**config.mk**
```make
export PLATFORM = sky130hd
export DESIGN_NAME = alu_issue_stage
export DESIGN_NICKNAME = d
export VERILOG_FILES = /design/src/rtl/alu_issue_stage.sv
export SDC_FILE = /design/constraint.sdc
export NUM_CORES = 1
export LEC_CHECK = 0
export BUFFER_PORTS_ARGS = -buffer_cell sky130_fd_sc_hd__buf_4
export CORE_ASPECT_RATIO = 0.6
export CORE_UTILIZATION = 49
export CTS_CLUSTER_DIAMETER = 80
export CTS_CLUSTER_SIZE = 40
export DETAILED_ROUTE_END_ITERATION = 7
export HOLD_SLACK_MARGIN = 0.15
export PLACE_DENSITY = 0.85
export SLEW_MARGIN = 25
export SYNTH_ARGS = -nofsm -noshare
export SYNTH_HDL_FRONTEND = slang
export SYNTH_SLANG_ARGS = --single-unit
```
**constraint.sdc**
```tcl
create_clock -name clk -period 4.8 [get_ports clk]
set_input_delay 0.24 -clock clk [delete_from_list [all_inputs] [get_ports clk]]
set_output_delay 0.24 -clock clk [all_outputs]
set_load 0.005 [all_outputs]
```
**src/rtl/alu_issue_stage.sv**
```systemverilog
// alu_issue_stage: decodes RV32 ALU instructions into one-hot ops and registers operands
module alu_issue_stage #(
  parameter int CNT_W = 8
) (
  input  logic             clk,
  input  logic             rst_n,
  input  logic             flush,
  input  logic             in_valid,
  output logic             in_ready,
  input  logic [31:0]      instr,
  input  logic [31:0]      rs1_val,
  input  logic [31:0]      rs2_val,
  output logic             out_valid,
  input  logic             out_ready,
  output logic [31:0]      v1,
  output logic [31:0]      v2,
  output logic [12:0]      op,
  output logic [4:0]       rd,
  output logic             illegal,
  output logic [CNT_W-1:0] illegal_cnt
);
  logic [6:0] opc, f7;
  logic [2:0] f3;
  logic [12:0] base, dop;
  logic [31:0] dv2;
  logic dill, acc, unused;
  assign opc = instr[6:0];
  assign f3 = instr[14:12];
  assign f7 = instr[31:25];
  assign unused = ^instr[19:15];
  assign in_ready = !out_valid || out_ready;
  assign acc = in_valid && in_ready && !flush;
  // funct3 mapping shared by the funct7=0 register form and the immediate form
  always_comb begin
    base = '0;
    case (f3)
      3'd0: base = 13'd1;
      3'd1: base = 13'd32;
      3'd2: base = 13'd256;
      3'd3: base = 13'd512;
      3'd4: base = 13'd4;
      3'd5: base = 13'd64;
      3'd6: base = 13'd8;
      default: base = 13'd16;
    endcase
  end
  always_comb begin
    dop = '0;
    dv2 = '0;
    if (opc == 7'b0110011) begin
      dv2 = rs2_val;
      dop = f7 == 7'b0000000 ? base :
            f7 == 7'b0100000 ? (f3 == 3'd0 ? 13'd2 : f3 == 3'd5 ? 13'd128 : 13'd0) :
            f7 == 7'b0000001 ? (f3 == 3'd0 ? 13'd1024 : f3 == 3'd4 ? 13'd2048 :
                                f3 == 3'd6 ? 13'd4096 : 13'd0) : 13'd0;
    end else if (opc == 7'b0010011) begin
      dv2 = (f3 == 3'd1 || f3 == 3'd5) ? {27'd0, instr[24:20]} : {{20{instr[31]}}, instr[31:20]};
      dop = f3 == 3'd1 ? (f7 == 7'b0000000 ? base : 13'd0) :
            f3 == 3'd5 ? (f7 == 7'b0000000 ? 13'd64 : f7 == 7'b0100000 ? 13'd128 : 13'd0) : base;
    end
    dill = dop == '0;
  end
  always_ff @(posedge clk) begin
    if (!rst_n) begin
      out_valid <= 1'b0;
      v1 <= '0;
      v2 <= '0;
      op <= '0;
      rd <= '0;
      illegal <= 1'b0;
      illegal_cnt <= '0;
    end else if (flush) begin
      out_valid <= 1'b0;
    end else if (acc) begin
      out_valid <= 1'b1;
      v1 <= dill ? 32'd0 : rs1_val;
      v2 <= dill ? 32'd0 : dv2;
      op <= dop;
      rd <= instr[11:7];
      illegal <= dill;
      if (dill && illegal_cnt != '1) illegal_cnt <= illegal_cnt + CNT_W'(1);
    end else if (out_ready) begin
      out_valid <= 1'b0;
    end
  end
endmodule
```
==> out/qor.yml, run 1 <==
finish:
  fillers: 522
  diodes: 0
  final_nets: 753
  final_util: 0.784
  drive_gt1_frac: 0.329
  seqCellArea_um2: 1840
  synthToLayoutAreaGrowth_pct: 53.2
  multi_input_area_um2: 1700
worst_setup_path:
  start_kind: "input port"
  arrival_ns: 2.72
  cp.required_ns: 5.04
  max_stage_delay_ns: 0.54
  cp_top_family: "simple AND/OR/NAND/NOR gates"
  crit_fanout: 64
  cp_slowest_cell: "or4b_4"
  path_class: "input port to flip-flop"
  path_buf_inv: 1
  crit_chain: "buf_4 > or4b_4 > nor2_1 > a32oi_1 > nand3_2 > nand2_4 > a21oi_1"
  endpoint_kind: "flip-flop"
yosys:
  synth_edf_count: 0
  synth_cell_types: 48
  synthFlopType: "dfxtp_1"
  ys_seq_area_frac: 0.490
  synth_warnings: 0
  synth.avg_cell_area_um2: 8.29
  syn_nets: 556
  postSynth.asyncResetShare: 0
  synth_seq_cells: 92
  synth_area_um2: 3760
  syn_inst: 454
global_routing:
  grt_pass1_vias: 3966
  overflow: 0
  antenna_found_initial: 0
  grt_usage: 0.309
  grt_start_max_net_pins: 94
  grt_pass1_wl_mm: 19.3
clocking:
  clkTransAtPathRegs_ns: 0.07
  post_cts_buffers: 0
  clock-sinks: 92
  cts_buffers: 9
  clk_latency_ns: 0.34
  h-tree-depth: 3
  clock_path_buffers: 2
  cts_tree: "built"
  clock-root-buffer: "clkbuf_16"
outcome:
  status: "completed"
pwr:
  peakVddDrop_uv: 254
  p_leak_nw: 2.40
  p_per_area_nw_per_um2: 307
place:
  dpl.hpwl_mm: 7.72
  globalplace.congestion: 0.848
  portBuffers: 188
die:
  die-width_um: 115
  initial_core_util: 0.511
  fp.dieH_um: 69.9
  num_rows: 24
  core_area_um2: 7360
  dieArea_um2: 8040
  ioPinCount: 194
detailed_routing:
  remaining_drc_errors: 0
  finalWirelength_mm: 12.4
  wl_per_cell_um: 16.3
  vias: 4167
  vias_per_cell: 5.48
  drt_iter0_drc: 355
  postRouteAntennaNets: 0
  firstDrtPassIters: 7
timing:
  max_slew_margin: 0.345
  period_share: 0.516
  setup_viol_count_final: 0
  hold_viol: 0
  drv_slew: 0
  fmax_mhz: 403
  rsz0062_at_grt: "no"
  min_period_ns: 2.48
  tightest_slew_ns: 0.975
  finalClockSkew_ns: 0.00725
  setup_tns_ns: 0
flow_run:
  max-cap-violations: 0
hold_path:
  hold_class: "input port to flip-flop"
[metal layers]
metal  GRT usage  wire [um]
met5           0          0
met2       0.521       6110
met1       0.377       5020
met3       0.103       1100
met4      0.0837        144
[logic make-up after synthesis]
logic type,Yosys count,share of synthesized area
AOI/OAI and AO/OA,123,0.200
muxes,7,0.0186
and+or+nand+nor,189,0.229
DFF,92,0.490
adders and majority gates,1,0.00333
buffers and inverters,42,0.0595
[where the power goes]
group	internal, W	switching [W]
clock network	0.000475	0.000302
registers	0.000780	0.00000977
logic	0.000105	0.0000962
[path summary, 6_finish.rpt]
check	to	depth (start not counted)	from	slack (ns)
setup / recovery	v1[22]	7	instr[6]	2.32
hold / removal	v1[3]	3	rs1_val[3]	0.16
setup reg to reg	v1[19]	7	out_valid	2.61
hold reg to reg	v2[19]	2	v2[19]	0.45
[timing repair]
item / CTS / global route
gates resized for setup: 0 / 0
hold buffers: 29 / 0
hold endpoints to repair: 29 / 0
[through the flow]
stage	cells	instance area [um2]	total power, W	hold slack, ns	setup WS (ns)
after global placement	715	5140	0.000977	0.430	2.22
after CTS	760	5760	0.00177	0.151	2.42
after floorplan	454	3760	0.000884	0.316	2.85
after global routing	760	5760	0.00182	0.150	2.17
after detailed placement	715	5140	0.000982	0.436	2.10
final	760	5760	0.00177	0.160	2.32
[worst min-delay path, delay by kind of cell]
kind            cells  cell delay, ns
buf+inv             1            0.11
simple gates        1            0.05
compound gates      1            0.05
[layout by cell type (no fill, tap or decap), types with 2 or more instances in the layout]
cell type      instances
o21ai_0                2
or4_1                  3
o31ai_1                2
inv_6                  2
and2_1                 2
a221oi_1               6
a22oi_1                3
inv_1                  6
nor3b_1                2
nand2_1              110
clkbuf_16              9
buf_4                192
nor2_1                23
nand3_1                8
o41ai_1                3
a21boi_0               3
dfxtp_1               92
bufinv_16              2
nor3_1                16
a21oi_1               74
o311ai_0               2
a21boi_1               2
o211ai_1              22
dlygate4sd3_1         29
nor3_2                 2
nand4_1                5
mux2i_1                7
nor4_1                 4
[registers in the layout (all words and copies together), names as in the netlist]
register     cells
rd               5
illegal_cnt      8
op              13
v1              32
illegal          1
out_valid        1
v2              32
[cells in the mapped netlist, types with 2 or more instances]
| master | number | area, um2 |
|---|---|---|
| nand2_1 | 110 | 413 |
| dfxtp_1 | 92 | 1840 |
| a21oi_1 | 74 | 370 |
| nor2_1 | 23 | 86.3 |
| o211ai_1 | 22 | 165 |
| clkbuf_1 | 20 | 75.1 |
| nor3_1 | 16 | 80.1 |
| nand3_1 | 8 | 40.0 |
| buf_6 | 7 | 78.8 |
| mux2i_1 | 7 | 70.1 |
| a221oi_1 | 6 | 52.6 |
| inv_1 | 6 | 22.5 |
| nand4_1 | 5 | 31.3 |
| nor4_1 | 4 | 25.0 |
| a21boi_0 | 3 | 22.5 |
| a22oi_1 | 3 | 22.5 |
| buf_2 | 3 | 15.0 |
| nor3b_1 | 3 | 22.5 |
| o41ai_1 | 3 | 26.3 |
| or4_1 | 3 | 22.5 |
| a21boi_1 | 2 | 15.0 |
| and2_1 | 2 | 12.5 |
| buf_4 | 2 | 15.0 |
| clkbuf_2 | 2 | 10.0 |
| nor3_2 | 2 | 20.0 |
| o21ai_0 | 2 | 10.0 |
| o311ai_0 | 2 | 17.5 |
| o31ai_1 | 2 | 15.0 |
[final cells by class]
class | instances | area share
inverters | 7 | 0.00456
repair buffers | 221 | 0.300
flip-flops and latches | 92 | 0.320
well taps | 104 | 0.0226
clock inverters | 6 | 0.0163
multi-input cells | 320 | 0.295
clock buffers | 10 | 0.0415
Note: power is estimated with default switching activity, not from simulation.
==> run 2, diff against run 1 <==
- CORE_UTILIZATION: 49 -> 45
- PLACE_DENSITY: 0.85 -> 0.79
- clock period: 4.8 -> 2.5 ns (I/O delays scaled with it)
==> out/qor.yml, run 2 (synthesis results as in run 1) <==
outcome:
  status: "completed"  # unchanged
clocking:
  clk_latency_ns: 0.34  # about the same
  clkTransAtPathRegs_ns: 0.07  # about the same
  cts_buffers: 9  # unchanged
  clock_path_buffers: 2  # unchanged
  clock-sinks: 92  # unchanged
  post_cts_buffers: 0  # unchanged
  cts_tree: "built"  # unchanged
  clock-root-buffer: "clkbuf_16"  # unchanged
  h-tree-depth: 3  # unchanged
finish:
  synthToLayoutAreaGrowth_pct: 66.9  # was 53.2%
  diodes: 0  # unchanged
  reg_top3: "v1: 32 flops, v2: 32 flops, op: 13 flops"  # unchanged
  final_cell_mix: "buf_4, nand2_1, dfxtp_1, dlygate4sd3_1, a21oi_1"  # was buf_4, nand2_1, dfxtp_1, a21oi_1, dlygate4sd3_1
  drive_gt1_frac: 0.313  # was 0.329
  final_nets: 805  # was 753
  layout_commonest_cell: "buf_4"  # unchanged
detailed_routing:
  vias: 4370  # was 4167
  wl_per_cell_um: 16.2  # was 16.3 um
  finalWirelength_mm: 13.2  # was 12.4 mm
  remaining_drc_errors: 0  # unchanged
  drt_iter0_drc: 219  # was 355
  vias_per_cell: 5.36  # was 5.48
  postRouteAntennaNets: 0  # unchanged
  firstDrtPassIters: 4  # was 7
pwr:
  peakVddDrop_uv: 450  # was 254 uV
  swShare: 0.232  # was 0.231
  pwr-share-comb: 0.137  # was 0.114
  power.total_w: 0.00336  # was 0.00177 W
  p_seq_frac: 0.452  # was 0.447
  p_leak_nw: 2.63  # was 2.40 nW
  power_frac_clock: 0.411  # was 0.440
  p_switching_w: 0.000778  # was 0.000408 W
  p_int_w: 0.00258  # was 0.00136 W
  p_per_area_nw_per_um2: 535  # was 307 nW/um2
place:
  portBuffers: 188  # unchanged
  globalplace.congestion: 0.879  # was 0.848
  dpl.hpwl_mm: 7.85  # was 7.72 mm
timing:
  whs_ns: 0.162  # was 0.160 ns
  fmax_mhz: 402
  tightest_slew_ns: 0.511  # was 0.975 ns
  min_period_ns: 2.48
  drv_slew: 0  # unchanged
  period_share: 0.994
  max_slew_margin: 0.655  # was 0.345
  rsz0062_at_grt: "yes"  # was no
  setup_viol_count_final: 0  # unchanged
  hold_viol: 0  # unchanged
  finalClockSkew_ns: 0.00556  # was 0.00725 ns
die:
  initial_core_util: 0.472  # was 0.511
  fp.dieH_um: 72.8  # was 69.9 um
  dieArea_um2: 8740  # was 8040 um2
  num_rows: 25  # was 24
  die-width_um: 120  # was 115 um
  ioPinCount: 194  # unchanged
  core_area_um2: 7980  # was 7360 um2
global_routing:
  antenna_found_initial: 0  # unchanged
  grt_usage: 0.295  # was 0.309
  grt_start_max_net_pins: 72  # was 94
  grt_pass1_wl_mm: 20.1  # was 19.3 mm
  overflow: 0  # unchanged
  grt_pass1_vias: 4150  # was 3966
worst_setup_path:
  cp.required_ns: 2.76  # was 5.04 ns
  r2r-start: "out_valid"  # unchanged
  reg2reg_depth: 7  # unchanged
  r2r-end: "v2[9]"  # was v1[19]
  crit_start: "instr[27]"  # was instr[6]
  start_kind: "input port"  # unchanged
  endpoint_kind: "flip-flop"  # unchanged
  arrival_ns: 2.74  # was 2.72 ns
  reg2reg_setup_slack_ns: 0.31  # was 2.61 ns
  crit_fanout: 43  # was 64
  path_class: "input port to flip-flop"  # unchanged
flow_run:
  max-cap-violations: 0  # unchanged
hold_path:
  hold_class: "input port to flip-flop"  # unchanged
  holdCritStartpoint: "rs2_val[23]"  # was rs1_val[3]
  whs_endpoint: "v2[23]"  # was v1[3]
  hold_depth: 3  # unchanged
run 2: cell count changes in the layout (fill, tap and decap cells not counted):
cell           change
clkbuf_8           +1
nor4b_2            +1
nor4b_1            -1
clkbuf_1           +1
bufinv_16          -1
buf_4              +3
inv_6              -2
buf_12             +2
dlygate4sd3_1     +46
buf_6              +1
run 2: through the flow:
step / instance area (um2) / setup slack, ns / util / setup TNS, ns / std cells
detailed placement: 5220 / 0.303 / 0.654 / 0 / 725
global route: 6280 / -0.0433 / 0.787 / -0.246 / 815
floorplan: 3760 / 0.665 / - / 0 / 454
finish: 6280 / 0.0154 / 0.787 / 0 / 815
CTS: 6270 / 0.0538 / 0.786 / 0 / 815
global placement: 5220 / 0.402 / 0.654 / 0 / 725
run 2: final cells by class:
type,count,area (um2)
timing repair buffer,273,2270
sequential,92,1840
multi-input combinational,320,1710
fill,533,1700
clock buffer,12,256
tap,108,135
clock inverter,3,46.3
inverter,7,26.3
run 2: how the worst max path moves through the flow:
stage | slack (ns) | depth (start not counted) | end
4_1_cts | 0.05 | 8 | op[12]
3_5_place_dp | 0.30 | 8 | v1[14]
5_1_grt | -0.04 | 9 | v1[10]
3_3_place_gp | 0.40 | 8 | v1[30]
2_1_floorplan | 0.66 | 7 | illegal_cnt[6]
6_report | 0.02 | 9 | v1[10]
run 2: repair_timing:
action,CTS,global route
hold endpoints to repair,70,0
gates resized for setup,0,2
hold buffers,75,0
endpoints found under the setup margin,0,12
run 2: power groups by stage:
stage	Clock (W)	Sequential [W]	Combinational, W
floorplan	0	0.00155	0.000149
global placement	0	0.00155	0.000345
detailed placement	0	0.00155	0.000351
CTS	0.00140	0.00152	0.000445
global route	0.00147	0.00152	0.000489
finish	0.00138	0.00152	0.000460
run 2: per-layer routing:
layer	GRT usage	share of wire
met3	0.0930	0.092
met5	0	0
met1	0.346	0.40
met2	0.501	0.48
met4	0.136	0.021
run 2: critical path, cell delays in order:
cell and delay [ns]:
dlygate4sd3_1 0.54, buf_4 0.14, or4_4 0.53, o41ai_1 0.45
o211ai_1 0.19, nand3_2 0.15, nand2_4 0.17, buf_12 0.23
a21oi_1 0.18
==> run 3, diff against run 2 <==
- PLACE_DENSITY: 0.79 -> 0.88
==> out/qor.yml, run 3 (synthesis results as in run 1) <==
detailed_routing:
  drt_iter0_drc: 306  # was 219
  finalWirelength_mm: 12.9  # was 13.2 mm
  postRouteAntennaNets: 0  # unchanged
  vias_per_cell: 5.41  # was 5.36
  firstDrtPassIters: 4  # unchanged
  wl_per_cell_um: 15.9  # was 16.2 um
  vias: 4393  # was 4370
  remaining_drc_errors: 0  # unchanged
timing:
  max_slew_margin: 0.626  # was 0.655
  tightest_slew_ns: 0.558  # was 0.511 ns
  finalClockSkew_ns: 0.00642  # was 0.00556 ns
  fmax_mhz: 457  # was 402 MHz
  drv_slew: 0  # unchanged
  period_share: 0.875  # was 0.994
  setup_viol_count_final: 0  # unchanged
  setup_tns_ns: 0  # unchanged
  rsz0062_at_grt: "no"  # was yes
  min_period_ns: 2.19  # was 2.48 ns
  hold_viol: 0  # unchanged
flow_run:
  max-cap-violations: 0  # unchanged
finish:
  final_nets: 802  # was 805
  drive_gt1_frac: 0.308  # was 0.313
  diodes: 0  # unchanged
  fin_cells: 812  # was 815
  synthToLayoutAreaGrowth_pct: 65.4  # was 66.9%
  fin_area_um2: 6220  # was 6280 um2
  final_cell_mix: "buf_4, nand2_1, dfxtp_1, a21oi_1, dlygate4sd3_1"  # was buf_4, nand2_1, dfxtp_1, dlygate4sd3_1, a21oi_1
  reg_top3: "v1: 32 flops, v2: 32 flops, op: 13 flops"  # unchanged
  layout_commonest_cell: "buf_4"  # unchanged
clocking:
  clock-sinks: 92  # unchanged
  clk_latency_ns: 0.33  # was 0.34 ns
  cts_resized: 0  # unchanged
  clock-root-buffer: "clkbuf_16"  # unchanged
  clkTransAtPathRegs_ns: 0.06  # was 0.07 ns
  cts_buffers: 9  # unchanged
  cts_tree: "built"  # unchanged
  h-tree-depth: 3  # unchanged
  clock_path_buffers: 2  # unchanged
place:
  portBuffers: 188  # unchanged
  post_dp_cell_area_um2: 5210  # was 5220 um2
  globalplace.congestion: 0.851  # was 0.879
  dpl.hpwl_mm: 7.83  # was 7.85 mm
  place_inst: 724  # was 725
global_routing:
  overflow: 0  # unchanged
  antenna_found_initial: 0  # unchanged
  grt_start_max_net_pins: 94  # was 72
  grt_pass1_vias: 4167  # was 4150
  grt_usage: 0.296  # was 0.295
  grt_pass1_wl_mm: 20.3  # was 20.1 mm
worst_setup_path:
  crit_fanout: 7  # was 43
  r2r-start: "out_valid"  # unchanged
  arrival_ns: 2.44  # was 2.74 ns
  endpoint_kind: "flip-flop"  # unchanged
  endpoint: "v2[7]"  # was v1[10]
  path_class: "input port to flip-flop"  # unchanged
  cp.required_ns: 2.75  # was 2.76 ns
  r2r-end: "v2[7]"  # was v2[9]
  start_kind: "input port"  # unchanged
  reg2reg_setup_slack_ns: 0.33  # was 0.31 ns
  crit_start: "instr[6]"  # was instr[27]
  reg2reg_depth: 7  # unchanged
pwr:
  p_leak_nw: 2.60  # was 2.63 nW
  peakVddDrop_uv: 449  # was 450 uV
  power.total_w: 0.00329  # was 0.00336 W
  p_per_area_nw_per_um2: 529  # was 535 nW/um2
die:
  die-width_um: 120  # unchanged
  dieArea_um2: 8740  # unchanged
  initial_core_util: 0.472  # unchanged
  num_rows: 25  # unchanged
  ioPinCount: 194  # unchanged
  core_area_um2: 7980  # unchanged
  fp.dieH_um: 72.8  # unchanged
hold_path:
  hold_class: "input port to flip-flop"  # unchanged
outcome:
  status: "completed"  # unchanged
run 3: changes by cell type in the layout (fill, tap and decap cells not counted), sizes merged:
cell / previous run / this run
clkbuf: 12 / 13
dlygate4sd3: 75 / 73
buf: 198 / 197
clkinvlp: 1 / 0
run 3: stage by stage:
step | setup WS, ns | util | hold WS [ns]
detailed placement | 0.318 | 0.653 | 0.315
floorplan | 0.665 | - | 0.201
finish | 0.312 | 0.780 | 0.176
CTS | 0.344 | 0.780 | 0.163
global route | 0.194 | 0.780 | 0.186
global placement | 0.385 | 0.653 | 0.310
run 3: power by group:
part / switching, W / internal [W] / total (W) / leakage [nW]
sequential: 0.0000197 / 0.00150 / 0.00152 / 0.745
clock: 0.000527 / 0.000796 / 0.00132 / 0.140
combinational: 0.000199 / 0.000253 / 0.000453 / 1.72
total: 0.000747 / 0.00255 / 0.00329 / 2.60
run 3: repair_timing:
| item | CTS | global route |
|---|---|---|
| hold buffers | 73 | 0 |
| endpoints found under the hold margin | 73 | 0 |
| buffers inserted | 0 | 0 |
run 3: final cells by class:
cell class                 count  area, um2
sequential                    92       1840
fill                         519       1750
inverter                       7       26.3
clock buffer                  13        250
timing repair buffer         270       2230
tap                          108        135
multi-input combinational    320       1700
clock inverter                 2       35.0
run 3: how the worst min path moves through the flow:
stage	depth (start not counted)	start	slack (ns)	endpoint
4_1_cts	3	rs2_val[15]	0.16	v2[15]
2_1_floorplan	1	flush	0.20	out_valid
3_5_place_dp	2	flush	0.32	out_valid
3_3_place_gp	2	flush	0.31	out_valid
6_report	3	rs2_val[15]	0.18	v2[15]
5_1_grt	3	rs2_val[15]	0.19	v2[15]
run 3: per-layer routing:
layer / part of all wire / up-vias / global-route usage / routed length [um]
li1: - / 2092 / - / -
met1: 0.40 / 2011 / 0.351 / 5140
met2: 0.48 / 250 / 0.487 / 6250
met3: 0.093 / 40 / 0.0945 / 1200
met4: 0.027 / 0 / 0.149 / 351
met5: 0 / - / 0 / 0
run 3: critical path, stage by stage:
cell	delay, ns
buf_4	0.11
or4b_4	0.55
or2_1	0.37
nor3_2	0.40
a221oi_1	0.14
dlygate4sd3_1	0.61
nor3_2	0.13
